File: src/rtl/vicii_sync_decoder.sv
// Separates VIC-II composite sync from luma, classifies pulses by width and emits an active-area pixel stream.
// Optional per-frame CRC-16-CCITT over active luma is enabled by defining VICII_SYNC_DECODER_CRC_EN.
module vicii_sync_decoder #(
  parameter int HSYNC_MIN = 16,
  parameter int VSYNC_MIN = 128,
  parameter int H_START   = 80,
  parameter int H_WIDTH   = 384,
  parameter int V_START   = 16,
  parameter int V_HEIGHT  = 272
) (
  input  logic        pixel_clock,
  input  logic        reset,
  input  logic [5:0]  sync_lumen,
  output logic        locked,
  output logic        hsync,
  output logic        frame_start,
  output logic        pixel_valid,
  output logic [8:0]  x,
  output logic [8:0]  y,
  output logic [5:0]  luma,
  output logic [15:0] frame_crc,
  output logic        crc_valid
);

  typedef enum logic {
    ST_UNLOCKED = 1'b0,
    ST_LOCKED   = 1'b1
  } state_t;

  state_t      state_q, state_d;
  logic [9:0]  pw_q, pw_d;
  logic [9:0]  hcount_q, hcount_d;
  logic [8:0]  vcount_q, vcount_d;
  logic        vsync_pending_q, vsync_pending_d;
  logic        locked_q, locked_d;
  logic        hsync_q, hsync_d;
  logic        frame_start_q, frame_start_d;
  logic        pixel_valid_q, pixel_valid_d;
  logic [8:0]  x_q, x_d;
  logic [8:0]  y_q, y_d;
  logic [5:0]  luma_q, luma_d;

  logic        sync_in;
  logic        trailing_edge;
  logic        is_hsync;
  logic        is_broad;
  logic        in_h;
  logic        in_v;
  logic [9:0]  h_cur;
  logic [8:0]  v_cur;
  logic [31:0] pw_ext;
  logic [31:0] h_ext;
  logic [31:0] v_ext;

  // h_cur/v_cur are the position of the sample being registered this cycle, after any
  // trailing-edge restart; the held counters describe the sample that would follow.
  always_comb begin
    sync_in         = (sync_lumen == 6'd0);
    trailing_edge   = !sync_in && hsync_q;
    pw_ext          = {22'd0, pw_q};
    is_hsync        = trailing_edge && (pw_ext >= HSYNC_MIN) && (pw_ext < VSYNC_MIN);
    is_broad        = trailing_edge && (pw_ext >= VSYNC_MIN);

    state_d         = state_q;
    vsync_pending_d = vsync_pending_q;
    frame_start_d   = 1'b0;
    h_cur           = hcount_q;
    v_cur           = vcount_q;

    if (sync_in) begin
      pw_d = (pw_q == 10'h3FF) ? pw_q : pw_q + 10'd1;
    end else begin
      pw_d = 10'd0;
    end

    if (is_hsync) begin
      h_cur = 10'd0;
      if (vsync_pending_q) begin
        v_cur           = 9'd0;
        frame_start_d   = 1'b1;
        vsync_pending_d = 1'b0;
        state_d         = ST_LOCKED;
      end else begin
        v_cur = (vcount_q == 9'h1FF) ? vcount_q : vcount_q + 9'd1;
      end
    end else if (is_broad) begin
      h_cur           = 10'd0;
      vsync_pending_d = 1'b1;
    end else if (state_q == ST_LOCKED && (hcount_q == 10'h3FF || pw_q == 10'h3FF)) begin
      state_d         = ST_UNLOCKED;
      vsync_pending_d = 1'b0;
    end

    if (sync_in) begin
      hcount_d = hcount_q;
    end else begin
      hcount_d = (h_cur == 10'h3FF) ? h_cur : h_cur + 10'd1;
    end
    vcount_d = v_cur;

    h_ext = {22'd0, h_cur};
    v_ext = {23'd0, v_cur};
    in_h  = (h_ext >= H_START) && (h_ext < H_START + H_WIDTH);
    in_v  = (v_ext >= V_START) && (v_ext < V_START + V_HEIGHT);

    locked_d      = (state_d == ST_LOCKED);
    pixel_valid_d = locked_d && in_h && in_v && !sync_in;
    x_d           = pixel_valid_d ? 9'(h_ext - 32'(H_START)) : 9'd0;
    y_d           = pixel_valid_d ? 9'(v_ext - 32'(V_START)) : 9'd0;
    luma_d        = sync_lumen;
    hsync_d       = sync_in;
  end

  always_ff @(posedge pixel_clock or posedge reset) begin
    if (reset) begin
      state_q         <= ST_UNLOCKED;
      pw_q            <= 10'd0;
      hcount_q        <= 10'd0;
      vcount_q        <= 9'd0;
      vsync_pending_q <= 1'b0;
      locked_q        <= 1'b0;
      hsync_q         <= 1'b0;
      frame_start_q   <= 1'b0;
      pixel_valid_q   <= 1'b0;
      x_q             <= 9'd0;
      y_q             <= 9'd0;
      luma_q          <= 6'd0;
    end else begin
      state_q         <= state_d;
      pw_q            <= pw_d;
      hcount_q        <= hcount_d;
      vcount_q        <= vcount_d;
      vsync_pending_q <= vsync_pending_d;
      locked_q        <= locked_d;
      hsync_q         <= hsync_d;
      frame_start_q   <= frame_start_d;
      pixel_valid_q   <= pixel_valid_d;
      x_q             <= x_d;
      y_q             <= y_d;
      luma_q          <= luma_d;
    end
  end

  assign locked      = locked_q;
  assign hsync       = hsync_q;
  assign frame_start = frame_start_q;
  assign pixel_valid = pixel_valid_q;
  assign x           = x_q;
  assign y           = y_q;
  assign luma        = luma_q;

`ifdef VICII_SYNC_DECODER_CRC_EN
  logic [15:0] crc_q, crc_d;
  logic [15:0] frame_crc_q, frame_crc_d;
  logic        crc_valid_q, crc_valid_d;
  logic        crc_seen_q, crc_seen_d;

  function automatic logic [15:0] crc16_byte(input logic [15:0] crc_in, input logic [7:0] data);
    logic [15:0] c;
    c = crc_in ^ {data, 8'h00};
    for (int i = 0; i < 8; i++) begin
      c = c[15] ? ((c << 1) ^ 16'h1021) : (c << 1);
    end
    return c;
  endfunction

  // The first frame_start after reset only seeds the running value; there is no prior frame to report.
  always_comb begin
    crc_d       = crc_q;
    frame_crc_d = frame_crc_q;
    crc_valid_d = 1'b0;
    crc_seen_d  = crc_seen_q;
    if (frame_start_d) begin
      if (crc_seen_q) begin
        frame_crc_d = crc_q;
        crc_valid_d = 1'b1;
      end
      crc_seen_d = 1'b1;
      crc_d      = 16'hFFFF;
    end else if (pixel_valid_d) begin
      crc_d = crc16_byte(crc_q, {2'b00, sync_lumen});
    end
  end

  always_ff @(posedge pixel_clock or posedge reset) begin
    if (reset) begin
      crc_q       <= 16'hFFFF;
      frame_crc_q <= 16'hFFFF;
      crc_valid_q <= 1'b0;
      crc_seen_q  <= 1'b0;
    end else begin
      crc_q       <= crc_d;
      frame_crc_q <= frame_crc_d;
      crc_valid_q <= crc_valid_d;
      crc_seen_q  <= crc_seen_d;
    end
  end

  assign frame_crc = frame_crc_q;
  assign crc_valid = crc_valid_q;
`else
  assign frame_crc = 16'hFFFF;
  assign crc_valid = 1'b0;
`endif

endmodule
File: config.mk
export PLATFORM = sky130hd
export DESIGN_NAME = vicii_sync_decoder
export DESIGN_NICKNAME = d
export VERILOG_FILES = /design/src/rtl/vicii_sync_decoder.sv
export SDC_FILE = /design/constraint.sdc
export NUM_CORES = 1
export LEC_CHECK = 0
export BUFFER_PORTS_ARGS = -buffer_cell sky130_fd_sc_hd__buf_4
export CAP_MARGIN = 15
export CORE_ASPECT_RATIO = 0.8
export CORE_UTILIZATION = 45
export DETAILED_ROUTE_END_ITERATION = 6
export GPL_TIMING_DRIVEN = 0
export PLACE_DENSITY = 0.66
export SLEW_MARGIN = 20
export SYNTH_ARGS = -nofsm -noshare
export SYNTH_HDL_FRONTEND = slang
export SYNTH_SLANG_ARGS = --single-unit
File: constraint.sdc
create_clock -name pixel_clock -period 4.8 [get_ports pixel_clock]
set_input_delay 0.72 -clock pixel_clock [delete_from_list [all_inputs] [get_ports pixel_clock]]
set_output_delay 0.72 -clock pixel_clock [all_outputs]
set_load 0.01 [all_outputs]
==> impl_metrics.py <==
metrics = {
    "timing": {
        "tns_ns": 0,
        "max_freq_mhz": 263,
        "finalClockSkew_ns": 0.00354,
        "slew-limit-headroom_pct": 47.4,
        "hold_viol_final": 0,
        "setup_slack_ns": 0.999,
        "grt_setup_unrepaired": "false",
        "tightest_slew_ns": 0.786,
        "period_minus_slack_ns": 3.80,
        "setup_viol": 0,
        "slew_viol_final": 0,
        "period_share_pct": 79.2,
    },
    "worst_setup_path": {
        "crit_path_max_fanout": 10,
        "start_kind": "input pin",
        "path_class": "input pin to flop",
        "cp_data_arrival_time_ns": 4.05,
        "slowest_delay_ns": 0.56,
        "crit_slowest_cell": "or4_4",
        "cp_data_required_time_ns": 5.05,
        "path_cells": "buf_4 -> or4_4 -> o21a_4 -> nand2_2 -> clkbuf_1 -> nand2_1 -> ha_1 -> o41ai_1 -> a211oi_1 -> or4_1 -> a211o_1 -> buf_6 -> buf_6 -> nor2_1",
        "worstSetupEndpointType": "flop",
        "cpMostUsedCell": "buf_6",
    },
    "die": {
        "start_util_pct": 46.7,
        "die_w_um": 93.2,
        "ios": 53,
        "num_rows": 26,
        "die_area_sq_mm": 0.00699,
        "core_sq_mm": 0.00641,
        "die_h_um": 75.0,
    },
    "clocking": {
        "post_cts_resized": 0,
        "post_cts_buffers": 0,
        "numCtsBuffers": 9,
        "cts-root-buf": "clkbuf_8",
        "clkTransAtPathRegs_ns": 0.05,
        "cts-htree-levels": 3,
        "clk_path_buf_depth": 2,
        "clk_latency_ns": 0.33,
        "cts_tree": "yes",
        "cts_sinks": 58,
        "postCtsHoldBufs": 0,
    },
    "grt": {
        "grt_pass1_vias": 2086,
        "grt_use_total_pct": 19.4,
        "gr-total-overflow": 0,
        "grt_max_degree": 58,
        "grt_antenna_before_repair": 0,
        "grt_pass1_wl_um": 10100,
    },
    "placed_design": {
        "hpwl_um": 4420,
        "place_congestion": 0.872,
        "port_buffers": 35,
        "pre_cts_ws_ns": 0.650,
        "dpl-instance-area_sq_mm": 0.00345,
    },
    "logic_synthesis": {
        "synth_area_leader_cell": "dfrtp_1",
        "yosys_warnings": 0,
        "synth_cells": 307,
        "syn_area_sq_mm": 0.00300,
        "synth_top_flop_cell": "dfrtp_1",
        "async_reset_ff_share_pct": 100,
        "yosysTopAreaCellShare_pct": 48.5,
        "synth_edf_count": 0,
        "synth_cell_type_count": 58,
        "yosysSeqAreaShare_pct": 48.5,
        "avgSynthCellArea_sq_um": 9.76,
        "ys_top_cells_by_area": "dfrtp_1 48%, nor2_1 4.8%, buf_4 4.3%",
        "synth-seq-cells": 58,
    },
    "route": {
        "num_vias": 2316,
        "dr.first_iter.drc_count": 147,
        "wl_per_cell_um": 13.5,
        "wl_um": 6150,
        "firstDrtPassIters": 5,
        "vias_per_cell": 5.09,
        "ant_nets": 0,
        "drc_errors": 0,
    },
    "pwr": {
        "p_per_area_mw_per_mm2": 320,
        "p_sw_uw": 326,
        "p_int_uw": 827,
        "swShare_pct": 28.2,
        "combPwrFrac_pct": 18.8,
        "power_frac_seq_pct": 48.8,
        "p_leak_uw": 0.00181,
        "irDropWorstVdd_mv": 0.244,
        "clkPwrFrac_pct": 32.4,
    },
    "layout": {
        "design_area_sq_mm": 0.00361,
        "final_nets": 387,
        "mostFrequentLayoutCell": "dfrtp_1",
        "drive_gt1_share_pct": 21.3,
        "syn2layout_area_growth_pct": 20.5,
        "final_cell_mix": "58 x dfrtp_1, 52 x buf_4, 38 x nor2_1",
        "diodes": 0,
    },
    "outcome": {
        "status": "finished, final reports clean",
    },
    "flow_run": {
        "drv_cap": 0,
    },
    "min_path": {
        "hp-class": "input pin to asynchronous set/reset pin",
    },
}
[path summary, 6_finish.rpt]
check	startpoint	to	slack, ns	depth (start not counted)
setup / recovery	sync_lumen[1]	y[3]	1.0	14
setup reg to reg	pw_q[9]	y[3]	1.46	13
max in group asynchronous	reset	pw_q[1]	4.09	3
hold reg to reg	pw_q[8]	pw_q[8]	0.52	1
hold / removal	reset	luma[3]	0.25	2
min in group pixel_clock	sync_lumen[4]	luma[4]	0.51	1
[cell families (layout without fill, tap and decap cells)]
kind of cell               count (synthesis)  in the layout  share of synthesized area, %
buffers and inverters                     42             91                          7.94
adders and majority gates                 10             10                          4.18
other                                      2             17                         0.251
DFF                                       58             58                          48.5
and+or+nand+nor                          118            118                          20.2
AOI/OAI and AO/OA                         60             60                          13.9
muxes                                      3              3                          1.04
xor gates and xnor gates                  14             14                          4.09
[registers in the layout (all words and copies together), names as in the netlist]
register / count
hcount_q: 10
pw_q: 10
vcount_q: 9
x: 9
y: 9
luma: 6
frame_start: 1
hsync: 1
locked: 1
pixel_valid: 1
vsync_pending_q: 1
[stage by stage]
stage	total power (uW)	util (%)	hold WS [ns]	cells
floorplan	732	-	0.483	322
global placement	780	53.4	0.508	441
detailed placement	789	53.8	0.513	442
CTS	1170	56.3	0.235	455
global route	1220	56.3	0.232	455
finish	1150	56.3	0.254	455
[Yosys cell counts, types with 2 or more instances]
cell / n
nor2b_1: 4
nand4_1: 7
inv_1: 14
conb_1: 2
and4_1: 5
nor2_1: 38
ha_1: 10
and2_1: 3
a211oi_1: 2
and3_1: 9
a211o_1: 2
buf_4: 17
a41oi_1: 2
nor3_1: 5
o21ai_0: 7
xnor2_1: 8
nor4b_1: 2
dfrtp_1: 58
or2_2: 2
nand2_1: 23
a21oi_1: 17
nand3_1: 10
a21boi_0: 3
xor2_1: 6
o211ai_1: 2
a31oi_1: 9
buf_6: 2
mux2i_1: 2
a21o_1: 2
clkbuf_1: 6
[power groups by stage]
stage,Combinational (uW),Clock (uW),Sequential (uW)
floorplan,169,0,563
global placement,210,0,571
detailed placement,218,0,570
CTS,219,387,562
global route,247,409,569
finish,216,374,563
[worst max-delay path: cells and delay by family]
family / cells / cell delay, ns
compound gates: 4 / 0.76
fa+ha+maj: 1 / 0.27
buf+inv: 4 / 0.77
simple gates: 5 / 1.52
[cell type report]
class,count,area [sq um]
tap,84,105
sequential,58,1450
timing repair buffer,36,290
inverter,15,58.8
buffer,27,181
clock buffer,13,159
multi-input combinational,222,1360
fill,573,2800
[metal layers]
metal / track usage (%) / vias to the layer above / wire length, um / share of wire [%]
met3: 6.57 / 7 / 342 / 5.6
li1: - / 1156 / - / -
met5: 0 / - / 0 / 0
met4: 6.50 / 0 / 61 / 0.99
met1: 25.8 / 1097 / 2930 / 48
met2: 30.1 / 56 / 2810 / 46
Note: power is estimated with default switching activity, not from simulation.
